File: config.mk
export PLATFORM = sky130hd
export DESIGN_NAME = instr_loader
export DESIGN_NICKNAME = d
export VERILOG_FILES = /design/src/rtl/instr_loader.sv
export SDC_FILE = /design/constraint.sdc
export NUM_CORES = 1
export LEC_CHECK = 0
export CAP_MARGIN = 20
export CORE_MARGIN = 1.5
export CORE_UTILIZATION = 45
export DETAILED_ROUTE_END_ITERATION = 12
export PLACE_DENSITY = 0.63
export SLEW_MARGIN = 15
export SYNTH_ARGS = -nofsm -noshare
export SYNTH_HDL_FRONTEND = slang
export SYNTH_SLANG_ARGS = --single-unit
File: constraint.sdc
create_clock -name clk -period 27.2 [get_ports clk]
set_input_delay 5.44 -clock clk [delete_from_list [all_inputs] [get_ports clk]]
set_output_delay 5.44 -clock clk [all_outputs]
set_load 0.05 [all_outputs]
File: src/rtl/instr_loader.sv
// Instruction loader: re-encodes decoded instruction fields into 8-bit ISA words
// and writes them into a program RAM that the core fetches from combinationally.
module instr_loader #(
  parameter int DEPTH = 128,
  parameter int PC_W  = 16
) (
  input  logic            clk,
  input  logic            reset,
  input  logic            start,
  input  logic [PC_W-1:0] start_addr,
  input  logic            in_valid,
  output logic            in_ready,
  input  logic [3:0]      in_opcode,
  input  logic [2:0]      in_ra,
  input  logic [2:0]      in_rd,
  input  logic [2:0]      in_imm,
  input  logic            in_imm_flag,
  input  logic            in_last,
  output logic            busy,
  output logic            done,
  output logic            error,
  output logic [1:0]      err_code,
  output logic [PC_W-1:0] wr_count,
  input  logic [PC_W-1:0] rd_pc,
  output logic [7:0]      rd_instr
);

  localparam int              ADDR_W    = $clog2(DEPTH);
  localparam logic [PC_W-1:0] DEPTH_PC  = PC_W'(DEPTH);
  localparam logic [PC_W-1:0] LAST_ADDR = PC_W'(DEPTH - 1);
  localparam logic [7:0]      HALT_WORD = 8'hE0;

  typedef enum logic [1:0] {IDLE, LOAD, DONE, ERR} state_t;

  state_t            state, state_nxt;
  logic [PC_W-1:0]   wr_ptr, wr_ptr_nxt, wr_count_nxt;
  logic [1:0]        err_code_nxt;
  logic              wr_en, beat, legal;
  logic [7:0]        word;
  logic [7:0]        mem [DEPTH];
  logic [DEPTH-1:0]  vld;

  // Inverse of the fetch decoder: the opcode selects the field layout and legality rule.
  always_comb begin
    word  = {in_opcode, in_ra[1:0], in_rd[1:0]};
    legal = ~in_ra[2] & in_rd[2];
    case (in_opcode)
      4'b0010, 4'b0100: begin
        word  = {in_opcode, in_imm, in_imm_flag};
        legal = (in_rd == {2'b01, in_imm_flag});
      end
      4'b1001, 4'b1101: begin
        word  = {in_opcode, in_ra, in_imm_flag};
        legal = (in_rd == in_ra);
      end
      4'b1110, 4'b1111: begin
        word  = {in_opcode, in_imm, in_imm_flag};
        legal = 1'b1;
      end
      4'b0101: begin
        word  = {in_opcode, in_rd[1:0], in_ra[1:0]};
        legal = in_ra[2] & ~in_rd[2];
      end
      default: ;
    endcase
  end

  assign in_ready = (state == LOAD);
  assign busy     = (state == LOAD);
  assign done     = (state == DONE);
  assign error    = (state == ERR);
  assign beat     = in_valid & in_ready;

  always_comb begin
    state_nxt    = state;
    wr_ptr_nxt   = wr_ptr;
    wr_count_nxt = wr_count;
    err_code_nxt = err_code;
    wr_en        = 1'b0;
    case (state)
      LOAD: begin
        if (beat) begin
          if (legal) begin
            wr_en        = 1'b1;
            wr_ptr_nxt   = wr_ptr + 1'b1;
            wr_count_nxt = wr_count + 1'b1;
            if (in_last) begin
              state_nxt = DONE;
            end else if (wr_ptr == LAST_ADDR) begin
              state_nxt    = ERR;
              err_code_nxt = 2'b10;
            end
          end else begin
            state_nxt    = ERR;
            err_code_nxt = 2'b01;
          end
        end
      end
      default: begin
        if (start) begin
          if (start_addr < DEPTH_PC) begin
            state_nxt    = LOAD;
            wr_ptr_nxt   = start_addr;
            wr_count_nxt = '0;
            err_code_nxt = 2'b00;
          end else begin
            state_nxt    = ERR;
            err_code_nxt = 2'b11;
          end
        end
      end
    endcase
  end

  always_ff @(posedge clk) begin
    if (reset) begin
      state    <= IDLE;
      wr_ptr   <= '0;
      wr_count <= '0;
      err_code <= 2'b00;
      vld      <= '0;
    end else begin
      state    <= state_nxt;
      wr_ptr   <= wr_ptr_nxt;
      wr_count <= wr_count_nxt;
      err_code <= err_code_nxt;
      if (wr_en) vld[wr_ptr[ADDR_W-1:0]] <= 1'b1;
    end
  end

  // Storage carries no reset; the valid bits alone decide what fetch sees.
  always_ff @(posedge clk) begin
    if (wr_en && !reset) mem[wr_ptr[ADDR_W-1:0]] <= word;
  end

  assign rd_instr = ((rd_pc < DEPTH_PC) && vld[rd_pc[ADDR_W-1:0]])
                    ? mem[rd_pc[ADDR_W-1:0]] : HALT_WORD;

endmodule
# Yosys cells after proc, flatten, opt, wreduce, memory -nomap -nowiden
# Memory sizes are Yosys's and may differ from the RTL's.
# Index checks and enable logic that the tools add are counted.
[op_classes]
addsub = 2
n_mul = 0
div = 0
n_lt_le_gt_ge = 5
eq_ne = 18
shifts = 0
muxes = 36
bitwise_logic = 6
reduce_logical = 13
[op_table]
columns = ["cell", "n"]
rows = [
  ["$mux 16", 10],
  ["$or 128x128->128", 1],
  ["$add 16x1->16 const B", 2],
  ["$lt 16x8->1 const B", 2],
  ["$mux 2", 14],
  ["$eq 16x7->1 const B", 1],
  ["$eq 4x4->1 const B", 4],
  ["$lt 7x8->1 const B", 2],
  ["$pmux 4 s3", 1],
  ["$eq 4x3->1 const B", 2],
  ["$mux 8", 1],
  ["$reduce_and 4->1", 2],
  ["$bmux 1 s7", 1],
  ["$demux 1 s7", 1],
  ["$ge 7x1->1 const B", 1],
  ["$mux 1", 7],
  ["$reduce_or 2->1", 3],
  ["$eq 2x2->1 const B", 2],
  ["$eq 4x2->1 const B", 1],
  ["$ne 2x1->1 const B", 2],
  ["$ne 4x3->1 const B", 1],
  ["$pmux 1 s4", 1],
  ["$reduce_bool 2->1", 2],
  ["$reduce_or 4->1", 1],
  ["other kinds (10)", 15],
]
[totals]
reg_bits = 164
latch_bits = 0
ram_bits = 1024
rom_bits = 0
inputBits = 51
out_inout_bits = 30
word_cells = 86
n_memories = 1
[memory_table]
columns = ["memory", "depth", "word_bits", "rd", "rd_ports_with_merged_regs", "write_ports", "line", "text"]
rows = [
  ["mem", 128, 8, 1, 0, 1, "40", "logic [7:0] mem [DEPTH];"],
]

# Depth between registers and ports, before layout
# Gate-level depths: netlist of run 1.
[logic_depth]
depth_word = 9
ltp_mapped = 13
mapped_depth_nobuf = 8

# Worst setup path before layout of run 1
# Ideal clock, no wire load.
[synth_path]
path_type = "input to output"
start = "in rd_pc[0]"
end = "out rd_instr[2]"
arrival_time_ps = 8299
required_time_ps = 21760
setup_slack_ps = 13461
cell_stages = 11
n_path_buf = 5
path_cell_list = "buf_6 buf_6 buf_4 and2_1 buf_2 buf_2 a22o_1 o22ai_1 a21oi_1 a211o_1 a311oi_1"
[synth_via]
elab_chain_len = 4
word_cells_on_any_way = 6
classes_between = "order compare (1); mux (3); reduce/logical (1); memory (1)"
[synth_rtl]
columns = ["element", "line", "text"]
rows = [
  ["start, declared", "24", "input logic [PC_W-1:0] rd_pc,"],
  ["$bmux 1 s7", "136", "assign rd_instr = ((rd_pc < DEPTH_PC) && vld[rd_pc[ADDR_W-1:0]])"],
  ["$mux 1 (not written as such)", "136", ""],
  ["$logic_and 1x1->1", "136", ""],
  ["$mux 8 (*)", "137", "? mem[rd_pc[ADDR_W-1:0]] : HALT_WORD;"],
  ["end, declared", "25", "output logic [7:0] rd_instr"],
]
# Mark *: on every way between the ends. The rest lies on a longest branch, timed or not. The select of a mux whose other input is x is not followed.

# Worst setup path in the final report of run 1
[layout_path]
start = "in rd_pc[1]"
end = "out rd_instr[3]"
# The elaborated chain is that of the path after synthesis.

==> results of run 1 <==
Yosys cell counts, types with 13 or more instances:
cell type / instances / area share [%]
o22ai_1: 18 / 0.24
a31oi_1: 13 / 0.17
a21oi_1: 55 / 0.58
o2bb2ai_2: 13 / 0.41
a22o_1: 20 / 0.37
nor2_1: 184 / 1.5
and3_1: 13 / 0.17
edfxtp_1: 1024 / 65
buf_4: 34 / 0.54
o2bb2ai_1: 111 / 2.0
nand3_1: 47 / 0.50
o21ai_0: 45 / 0.47
mux2i_1: 109 / 2.3
clkbuf_1: 97 / 0.77
buf_2: 36 / 0.38
nor3_1: 13 / 0.14
buf_6: 17 / 0.40
nand2_1: 110 / 0.87
mux4_2: 249 / 12
a22oi_1: 61 / 0.96
a221oi_1: 22 / 0.41
nor2b_1: 19 / 0.25
dfxtp_1: 164 / 6.9
worst max-delay path by stage:
stage                     cells past startpoint          end  slack, ns
after detailed placement                     10  rd_instr[1]      11.11
final                                        10  rd_instr[3]      11.05
after global placement                       10  rd_instr[1]      11.10
after floorplan                              11  rd_instr[2]      13.46
after CTS                                    10  rd_instr[1]      11.12
after global routing                         10  rd_instr[3]      10.87
layout make-up:
type                            instances  area, µm²  share of cell area [%]
Tap cell                             1380       1730                    3.23
Timing Repair Buffer                  124       1150                    2.15
Inverter                               10       40.0                  0.0749
Multi-Input combinational cell       1267      12400                    23.2
Clock inverter                         67        708                    1.33
Antenna cell                            1       2.50                 0.00468
Sequential cell                      1188      34000                    63.7
Clock buffer                          154       3350                    6.26
power by group through the flow:
| stage | Clock (mW) | Combinational [mW] | Sequential, mW |
|---|---|---|---|
| CTS | 1.69 | 0.211 | 2.00 |
| global placement | 0 | 0.205 | 2.04 |
| floorplan | 0 | 0.123 | 2.04 |
| global route | 1.76 | 0.223 | 2.00 |
| finish | 1.67 | 0.210 | 2.00 |
| detailed placement | 0 | 0.210 | 2.04 |
layer usage:
layer  share of wire, %  up-vias  track usage [%]
li1                   -    11000                -
met1                 41    13600             31.5
met2                 48     1218             35.6
met3                8.1      215             4.34
met4                2.9        4             6.51
met5              0.020        -                0
metrics by stage:
stage / total power [mW] / util (%)
detailed placement: 2.25 / 47.4
CTS: 3.90 / 51.3
floorplan: 2.16 / -
global route: 3.98 / 51.3
finish: 3.88 / 51.3
global placement: 2.24 / 47.4
state kept, by name, indices dropped and copies added (netlist names):
signal / count
mem: 1024
vld: 128
wr_count: 16
wr_ptr: 16
err_code: 2
state: 2
critical path, delay by kind of cell:
kind / cells / cell delay, ns
mux: 1 / 0.16
buf+inv: 4 / 2.89
compound gates: 5 / 1.91
kinds of logic after synthesis:
| family | share of synthesized area (%) |
|---|---|
| flops | 71.7 |
| simple gates | 4.43 |
| compound gates | 7.20 |
| mux | 14.3 |
| buf+inv | 2.26 |
| xor+xnor | 0.0554 |
| fa+ha+maj | 0.0527 |
==> run_results.csv, run 1 <==
group,metric,value,unit
floorplan,core_area,104000,µm²
hold_path,whs_path_depth,1,
cts,cts_buffer_depth,3,
timing,tns,0,ns
cts,ctsHoldBuffers,0,
global_route,grt_overflow,0,
routing,drtIter0Drc,2651,
timing,finalHoldViolations,0,
critical_path,required,21.76,ns
critical_path,cp_max_fo,133,
routing,via_per_inst,6.20,
routing,routed_wl,120000,µm
cells_and_area,area_delta_synth_final,12.6,%
floorplan,dieArea,107000,µm²
cts,cts_root_buffer,"clkbuf_16",
critical_path,critPathLaunchType,"input pin",
cts,cts_max_level,3,
logic_synthesis,synthCells,2656,
floorplan,initial_utilization,45.6,%
critical_path,r2r-end,"mem[84][3]",
cells_and_area,layout_common_cells,"edfxtp_1, mux4_2, nor2_1",
global_route,grt_start_max_net_pins,134,
floorplan,io_pins,81,
pwr,swShare,21.6,%
floorplan,die_width,328,µm
critical_path,cp-startpoint,"rd_pc[1]",
pwr,clockPowerShare,43.1,%
cts,cts_tree,"yes",
pwr,p_seq_share,51.5,%
critical_path,worstSetupPathType,"input pin to output port",
cts,cts_sinks,1188,
timing,fin_ws,11.05,ns
pwr,p_per_area,72.6,nW/µm²
logic_synthesis,synth_cell_type_count,79,
critical_path,slowest_delay,0.90,ns
placement,place_area,49300,µm²
routing,final_antenna_net_count,0,
critical_path,end_kind,"output port",
critical_path,r2r_start,"state[0]",
global_route,track_usage,22.4,%
timing,relSlewSlack,25.9,%
critical_path,rr_worst_depth,7,
logic_synthesis,synth.avg_cell_area,17.9,µm²
timing,finalCritPeriodShare,59.4,%
timing,timing.hold.ws,0.459,ns
timing,tightest_slew,1.11,ns
timing,grt_setup_unrepaired,"false",
logic_synthesis,ys_seq_area_share,71.7,%
cells_and_area,final_common_cell,"edfxtp_1",
pwr,ir_worst_vdd,0.0563,mV
critical_path,rrSetupSlack,23.36,ns
critical_path,cpMaxStageDelayCell,"clkdlybuf4s50_1",
placement,gp_congestion,0.864,
pwr,leakage,16.9,nW
logic_synthesis,ys.flop_type,"edfxtp_1",
hold_path,hold_start,"vld[63]",
pwr,p_comb_share,5.4,%
routing,drc,0,
critical_path,crit_chain,"buf_8 -> buf_4 -> buf_12 -> mux2i_1 -> a22oi_1 -> a22oi_1 -> o211ai_1 -> o21ai_0 -> a311oi_1 -> clkdlybuf4s50_1",
critical_path,critPathArrivalTime,10.71,ns
routing,wl_per_cell,28.6,µm
hold_path,hold_path.class,"flip-flop to flip-flop",
timing,setup_viol,0,
outcome,outcome,"completed",
cts,clk_pin_slew,0.06,ns
cells_and_area,nFillCells,8326,
hold_path,min_to,"vld[63]",
logic_synthesis,ys_seq_elements,1188,
timing,final_max_slew_viol_count,0,
cts,post_cts.repair.setup_buffers,0,
critical_path,crit_top_cell,"a22oi_1",
logic_synthesis,syn_nets,2709,
cells_and_area,stdcell_area,53400,µm²
placement,place_hpwl,72100,µm
job,cap_violations,0,
logic_synthesis,synth.yosys.warnings,0,
logic_synthesis,syn-cell-area,47500,µm²
placement,place_inst,3968,
cells_and_area,drive_gt1_share,19.0,%
placement,place_ws,11.11,ns
logic_synthesis,synth-edff-count,1024,
pwr,switchingPower,0.838,mW
logic_synthesis,async_reset_ff_share,0,%
global_route,grt_pass1_vias,26300,
cts,clkLatencyLatePin,0.72,ns
floorplan,num_rows,118,
cells_and_area,stdcell_count,4191,
timing,max_freq,61.9,MHz
floorplan,die_h,328,µm
timing,min_period,16.15,ns
cts,cts-buffers-inserted,116,
routing,first_pass_iters,5,
global_route,antenna_found_initial,3,
placement,portBuffers,80,
cts,ctsResizeCount,0,
routing,vias,26000,
timing,skew,0.0337,ns
pwr,p_int,3.04,mW
cells_and_area,finalNetCount,2760,
global_route,grt_pass1_wl,177000,µm
Power figures use the tool's default switching activity.
==> run 2: changes to the inputs <==
clock period = 16.9 ns   (was 27.2 ns; I/O delays follow)
==> run 2 against run 1 <==
Net effect:
- worst setup slack worse by 5.7 ns
- clock power grew 53%
- routed wire length decreased by 0.31%
- final cell count barely moved
- clock skew shrank 0.0094 ns
- sequential power grew 61%
- core utilization fell by 0.28 points
- critical endpoint is now rd_instr[1]
- largest power group unchanged
==> run_results.csv, run 2 (synthesis results as in run 1) <==
group,metric,value,unit
timing,tns,0,ns
critical_path,r2r_start,"state[0]",
routing,drt-met1-wl,49800,µm
cts,cts_tree,"yes",
floorplan,initial_utilization,45.6,%
pwr,power,6.10,mW
pwr,p_seq_share,52.7,%
critical_path,cp_max_fo,79,
timing,grt_setup_unrepaired,"false",
routing,first_pass_iters,6,
placement,place_hpwl,72500,µm
cts,cts_sinks,1188,
routing,dr_wl_met2,57000,µm
pwr,clockPowerShare,41.8,%
floorplan,die_width,328,µm
cts,ctsHoldBuffers,0,
timing,final_max_slew_viol_count,0,
cts,cts-buffers-inserted,117,
timing,relSlewSlack,23.8,%
cells_and_area,area_delta_synth_final,11.9,%
job,cap_violations,0,
cts,clk_pin_slew,0.06,ns
cells_and_area,drive_gt1_share,18.6,%
hold_path,whs_path_depth,1,
global_route,grt_start_max_net_pins,118,
cells_and_area,stdcell_area,53100,µm²
critical_path,worstSetupPathType,"input pin to output port",
routing,final_antenna_net_count,0,
global_route,grt_overflow,0,
critical_path,cp-startpoint,"rd_pc[1]",
routing,via_per_inst,6.19,
timing,max_freq,86.9,MHz
global_route,antenna_found_initial,3,
routing,vias,25900,
cts,ctsResizeCount,0,
placement,gp_congestion,0.840,
floorplan,die_h,328,µm
cells_and_area,layout_common_cells,"edfxtp_1, mux4_2, nor2_1",
cts,cts_max_level,3,
floorplan,dieArea,107000,µm²
placement,place_area,49300,µm²
cells_and_area,final_common_cell,"edfxtp_1",
floorplan,core_area,104000,µm²
global_route,grt_pass1_wl,177000,µm
cells_and_area,largest_register_ffs,1024,
critical_path,critPathLaunchType,"input pin",
floorplan,num_rows,118,
routing,wl_per_cell,28.5,µm
global_route,track_usage,22.3,%
critical_path,rr_worst_depth,8,
cells_and_area,diodes,0,
routing,drc,0,
pwr,swShare,21.8,%
hold_path,hold_path.class,"flip-flop to flip-flop",
outcome,outcome,"completed",
placement,portBuffers,80,
pwr,leakage,16.7,nW
routing,drtIter0Drc,3158,
cts,cts_root_buffer,"clkbuf_16",
cts,cts_buffer_depth,3,
cells_and_area,finalNetCount,2763,
floorplan,io_pins,81,
pwr,p_per_area,115,nW/µm²
critical_path,required,13.52,ns
cts,post_cts.repair.setup_buffers,0,
pwr,p_int,4.77,mW
timing,finalHoldViolations,0,
routing,highest_layer,"met5",
critical_path,critPathArrivalTime,8.13,ns
pwr,ir_worst_vdd,0.0920,mV
hold_path,hold_start,"vld[127]",
pwr,switchingPower,1.33,mW
timing,finalCritPeriodShare,68.1,%
critical_path,end_kind,"output port",
timing,tightest_slew,1.13,ns
timing,min_period,11.51,ns
timing,setup_viol,0,
global_route,grt_pass1_vias,26200,
routing,routed_wl,119000,µm
routing,wl_met3,9960,µm
pwr,p_comb_share,5.6,%
timing,skew,0.0244,ns
cts,clkLatencyLatePin,0.70,ns
-- run 2: changes by cell type in the layout (fill, tap and decap cells not counted), sizes merged --
cell	delta
clkinvlp	+1
bufinv	-3
clkinv	+6
clkbuf	-3
buf	+2
diode	-1
inv	-5
-- run 2: path summary, 6_finish.rpt --
| path | to | slack, ns |
|---|---|---|
| max | rd_instr[1] | 5.39 |
| min | vld[127] | 0.45 |
| max reg2reg | mem[74][4] | 12.97 |
| min reg2reg | vld[127] | 0.45 |
-- run 2: cell type report --
cell class,count,area [µm²]
repair buffers,126,1150
flip-flops and latches,1188,34000
well taps,1380,1730
inverters,10,40.0
fillers,8339,51000
multi-input cells,1267,12400
clock inverters,66,604
clock buffers,151,3160
-- run 2: power groups by stage --
stage               logic (mW)  registers (mW)  clock network [mW]
floorplan                0.197            3.29                   0
global placement         0.333            3.28                   0
detailed placement       0.340            3.28                   0
CTS                      0.341            3.21                2.58
global route             0.360            3.21                2.69
finish                   0.339            3.21                2.55
-- run 2: worst max-delay path, cell delays in order --
cell	delay, ns
buf_8	0.49
buf_4	0.76
buf_4	0.67
mux4_2	0.34
o22ai_1	0.08
nor3_1	0.15
o21ai_0	0.12
a31o_2	0.36
a2111oi_2	0.66
clkdlybuf4s50_1	0.92
-- run 2: stage by stage --
step	setup slack, ns	hold WS, ns	instances	utilization, %
3_3_place_gp	5.42	0.428	3968	47.4
4_1_cts	5.44	0.453	4185	51.0
5_1_grt	5.19	0.473	4188	51.0
6_report	5.39	0.452	4188	51.0
3_5_place_dp	5.47	0.439	3968	47.4
2_1_floorplan	6.66	0.421	2656	-
-- run 2: routing by layer --
metal  track usage, %  vias to the layer above
li1                 -                    11000
met1             31.9                    13600
met2             35.7                     1207
met3             3.80                      163
met4             6.05                        2
met5                0                        -
==> RTL change 1, RTL diff (settings of run 2) <==
Change the parameter `PC_W` from 16 to 24.
--- a/src/rtl/instr_loader.sv
+++ b/src/rtl/instr_loader.sv
@@ -2,7 +2,7 @@
 // and writes them into a program RAM that the core fetches from combinationally.
 module instr_loader #(
   parameter int DEPTH = 128,
-  parameter int PC_W  = 16
+  parameter int PC_W  = 24
 ) (
   input  logic            clk,
   input  logic            reset,
Ports: changed (resized rd_pc, start_addr and wr_count); port bits go from 81 to 105. The function was not compared with the original's and may differ.
==> RTL change 1 against run 2 <==
- final area grew 2.9%
- area after synthesis increased by 1.9%
- clock power is 5% higher
- non-clock buffer count rose by 23
- register-to-register slack worse by 0.76 ns
- sequential cell count grew 16
- critical path depth up 1
- clock skew down 0.0031 ns
- worst setup slack worse by 0.31 ns
- total power up 3.1%
- combinational power up 3%
- wire length shrank 0.52%
==> RTL change 1: results (changes against run 2) <==
metric	value	unit	change
status	finished clean		unchanged
top_layer	met4		was met5
dp_hpwl	72100	um	was 72500 um
final_nets	2965		was 2763
wl_met3	9580	um	was 9960 um
min_to	vld[31]		was vld[127]
min_path_cells	2		was 1
fin_skew	0.0213	ns	was 0.0244 ns
via_per_inst	6.06		was 6.19
clock_latency	0.72	ns	was 0.70 ns
grt_pass1_vias	26900		was 26200
synthTopCellsByArea	edfxtp_1 (64%), mux4_2 (13%), dfxtp_1 (7.4%), mux2i_1 (2.1%), o22ai_1 (1.6%)		was edfxtp_1 (65%), mux4_2 (12%), dfxtp_1 (6.9%), mux2i_1 (2.3%), o2bb2ai_1 (2.0%)
routed-wl-met2	57400	um	was 57000 um
use_met1	0.308		was 0.319
grt_max_degree	129		was 118
synth_xor_area_frac	0.00217		was 0.000554
final_layout_size_suffix_gt1_frac	0.181		was 0.186
endpoint	rd_instr[6]		was rd_instr[1]
r2r.worst_path.cells	7		was 8
wl	119000	um	about the same
synthAdderAreaFrac	0.000517		was 0.000527
crit_fanout	62		was 79
yosysUniqueCellTypes	68		was 79
synth_compound_area_frac	0.0625		was 0.0720
antenna_found_initial	4		was 3
arrival	8.44	ns	was 8.13 ns
synth_mux_area_frac	0.151		was 0.143
p_sw	1.36	mW	was 1.33 mW
r2r_slack	12.21	ns	was 12.97 ns
track_usage	0.219		was 0.223
switching_share	0.216		was 0.218
met1Wirelength	49500	um	was 49800 um
RTL change 1: cell types whose count changed after synthesis, moves of 19 or more:
cell	run 2	this run
clkbuf_1	97	125
inv_1	8	138
o2bb2ai_1	111	0
o2111ai_1	2	21
mux4_2	249	278
o22ai_1	18	124
buf_4	34	8
RTL change 1: cell type report:
type,instances,share of cell area
Inverter,140,0.00961
Tap cell,1403,0.0321
Sequential cell,1204,0.628
Multi-Input combinational cell,1285,0.232
Timing Repair Buffer,149,0.0260
Clock buffer,142,0.0552
Clock inverter,77,0.0174
RTL change 1: worst reg2reg max path, delay by kind of cell, from the launching register on:
kind          cells  cell delay, ns
flops             1            0.33
buf+inv           2            1.00
simple gates      5            3.00
RTL change 1: through the flow:
stage,hold slack [ns],setup slack (ns),instances,util
after detailed placement,0.451,4.97,4180,0.474
final,0.460,5.08,4400,0.512
after global placement,0.446,4.97,4179,0.474
after CTS,0.461,4.97,4399,0.511
after floorplan,0.431,6.61,2830,-
after global routing,0.488,4.68,4400,0.512
==> RTL change 2, RTL diff (config.mk and constraints of run 2) <==
Made on the original files. Reset style: asynchronous (`reset`), changed in one clocked block.
--- a/src/rtl/instr_loader.sv
+++ b/src/rtl/instr_loader.sv
@@ -112,7 +112,7 @@
     endcase
   end
 
-  always_ff @(posedge clk) begin
+  always_ff @(posedge clk or posedge reset) begin
     if (reset) begin
       state    <= IDLE;
       wr_ptr   <= '0;
Formal check against the unedited RTL: not equivalent (a bounded check fails within 4 cycles, from zero or initial values and one cycle with reset high; the reset may be asserted at any time).
==> RTL change 2 against run 2 <==
- first-iteration DRC count shrank 13%
- total power rose by 1.5%
- sequential cell count is the same
- final area grew 1.4%
- worst setup slack improved by 0.065 ns
- area after synthesis grew 1.0%
- die area rose by 1.0%
- wire length up 0.30%
==> RTL change 2: results (changes against run 2) <==
metric	value	unit	change
clock_latency	0.72	ns	was 0.70 ns
largest_reg_flops	1024		unchanged
final_nets	2728		was 2763
irDropWorstVdd	0.102	mV	was 0.0920 mV
track_usage	0.225		was 0.223
yosysUniqueCellTypes	68		was 79
final_layout_size_suffix_gt1_frac	0.188		was 0.186
synthArstFlopShare	0.138		was 0
via_per_inst	6.10		was 6.19
grt_max_degree	126		was 118
synthTopCellsByArea	edfxtp_1 (64%), mux4_2 (13%), dfrtp_1 (8.6%), mux2i_1 (2.0%), a21o_1 (1.8%)		was edfxtp_1 (65%), mux4_2 (12%), dfxtp_1 (6.9%), mux2i_1 (2.3%), o2bb2ai_1 (2.0%)
clockBufferDepth	3		unchanged
numCtsBuffers	117		unchanged
ys_seq_area_frac	0.727		was 0.717
numPortBuffers	80		unchanged
worstMarginPinSlew	1.11	ns	was 1.13 ns
fin_skew	0.0262	ns	was 0.0244 ns
grt_pass1_wl	178000	um	was 177000 um
postPlaceCellArea	49900	um2	was 49300 um2
ys_warn_count	0		unchanged
netlist_instances	2595		was 2656
antenna_found_initial	2		was 3
ctsResizeCount	0		unchanged
status	finished clean		unchanged
fin_cells	4169		was 4188
h-tree-depth	3		unchanged
grt_pass1_vias	26100		was 26200
crit_fanout	49		was 79
place_inst	3943		was 3968
place_ws	5.28	ns	was 5.47 ns
synth_common_cells	edfxtp_1 (1024), mux4_2 (276), nor2_1 (179)		was edfxtp_1 (1024), mux4_2 (249), nor2_1 (184)
arrival	8.06	ns	was 8.13 ns
p_leak	18.7	nW	was 16.7 nW
place_congestion	0.852		was 0.840
synth_edf_count	1024		unchanged
wl	120000	um	was 119000 um
min_path_type	register to register		unchanged
max_stage_delay	0.91	ns	
dp_hpwl	76500	um	was 72500 um
firstDrtPassIters	7		was 6
cts_root_buf	clkbuf_16		unchanged
drt_iter0_markers	2760		was 3158
diodes	0		unchanged
## RTL change 2: cell count changes after synthesis, sizes merged, moves of 14 or more
cell,before,now
nand2b,12,27
o2bb2ai,125,0
clkbuf,99,58
mux4,249,276
a22o,20,5
o21bai,1,18
a21o,6,115
a21oi,55,41
dfxtp,164,0
a22oi,61,36
dfrtp,0,164
## RTL change 2: power by group
part	internal (mW)	leakage (nW)	switching, mW
logic	0.107	5.31	0.227
clock network	1.52	1.91	1.11
registers	3.22	11.5	0.0120
## RTL change 2: final timing paths
kind | from | endpoint | slack, ns | cells after the start
hold / removal | vld[70] | vld[70] | 0.45 | 1
min in group asynchronous | reset | vld[32] | 3.63 | 2
setup / recovery | rd_pc[0] | rd_instr[7] | 5.46 | 10
setup reg to reg | state[1] | mem[72][0] | 13.12 | 8
max in group asynchronous | reset | vld[119] | 11.96 | 4
hold reg to reg | vld[70] | vld[70] | 0.45 | 1
## RTL change 2: metrics by stage
| stage | utilization | hold slack (ns) |
|---|---|---|
| finish | 0.511 | 0.452 |
| global route | 0.511 | 0.466 |
| CTS | 0.511 | 0.452 |
| detailed placement | 0.474 | 0.439 |
| global placement | 0.473 | 0.432 |
| floorplan | - | 0.423 |
## RTL change 2: worst reg2reg max path, stage by stage, from the launching register on
cell and delay, ns:
dfrtp_1 0.40, nand2b_1 0.17, inv_2 0.40, o31ai_1 0.19, a211o_1 0.30, buf_4 0.27
or3b_1 0.51, buf_4 0.29, nor2_1 0.87
## RTL change 2: final cells by class
cell class / instances / area, um2
Clock buffer: 151 / 3150
Fill cell: 8418 / 51500
Timing Repair Buffer: 121 / 1160
Sequential cell: 1188 / 34900
Multi-Input combinational cell: 1231 / 12200
Clock inverter: 71 / 746
Tap cell: 1391 / 1740
Inverter: 16 / 72.6
## RTL change 2: kinds of logic after synthesis
kind of cell | count (synthesis) | synth area share
compound gates | 389 | 0.0579
flops | 1188 | 0.727
xor+xnor | 3 | 0.000548
simple gates | 460 | 0.0435
buf+inv | 176 | 0.0198
fa+ha+maj | 2 | 0.000522
mux | 377 | 0.151
## RTL change 2: layer usage
metal | vias to the layer above | wire length (um) | GRT usage
met4 | 4 | 3250 | 0.0661
met2 | 1095 | 57700 | 0.361
li1 | 10700 | - | -
met3 | 199 | 9150 | 0.0434
met1 | 13500 | 49700 | 0.314
met5 | - | 27 | 0
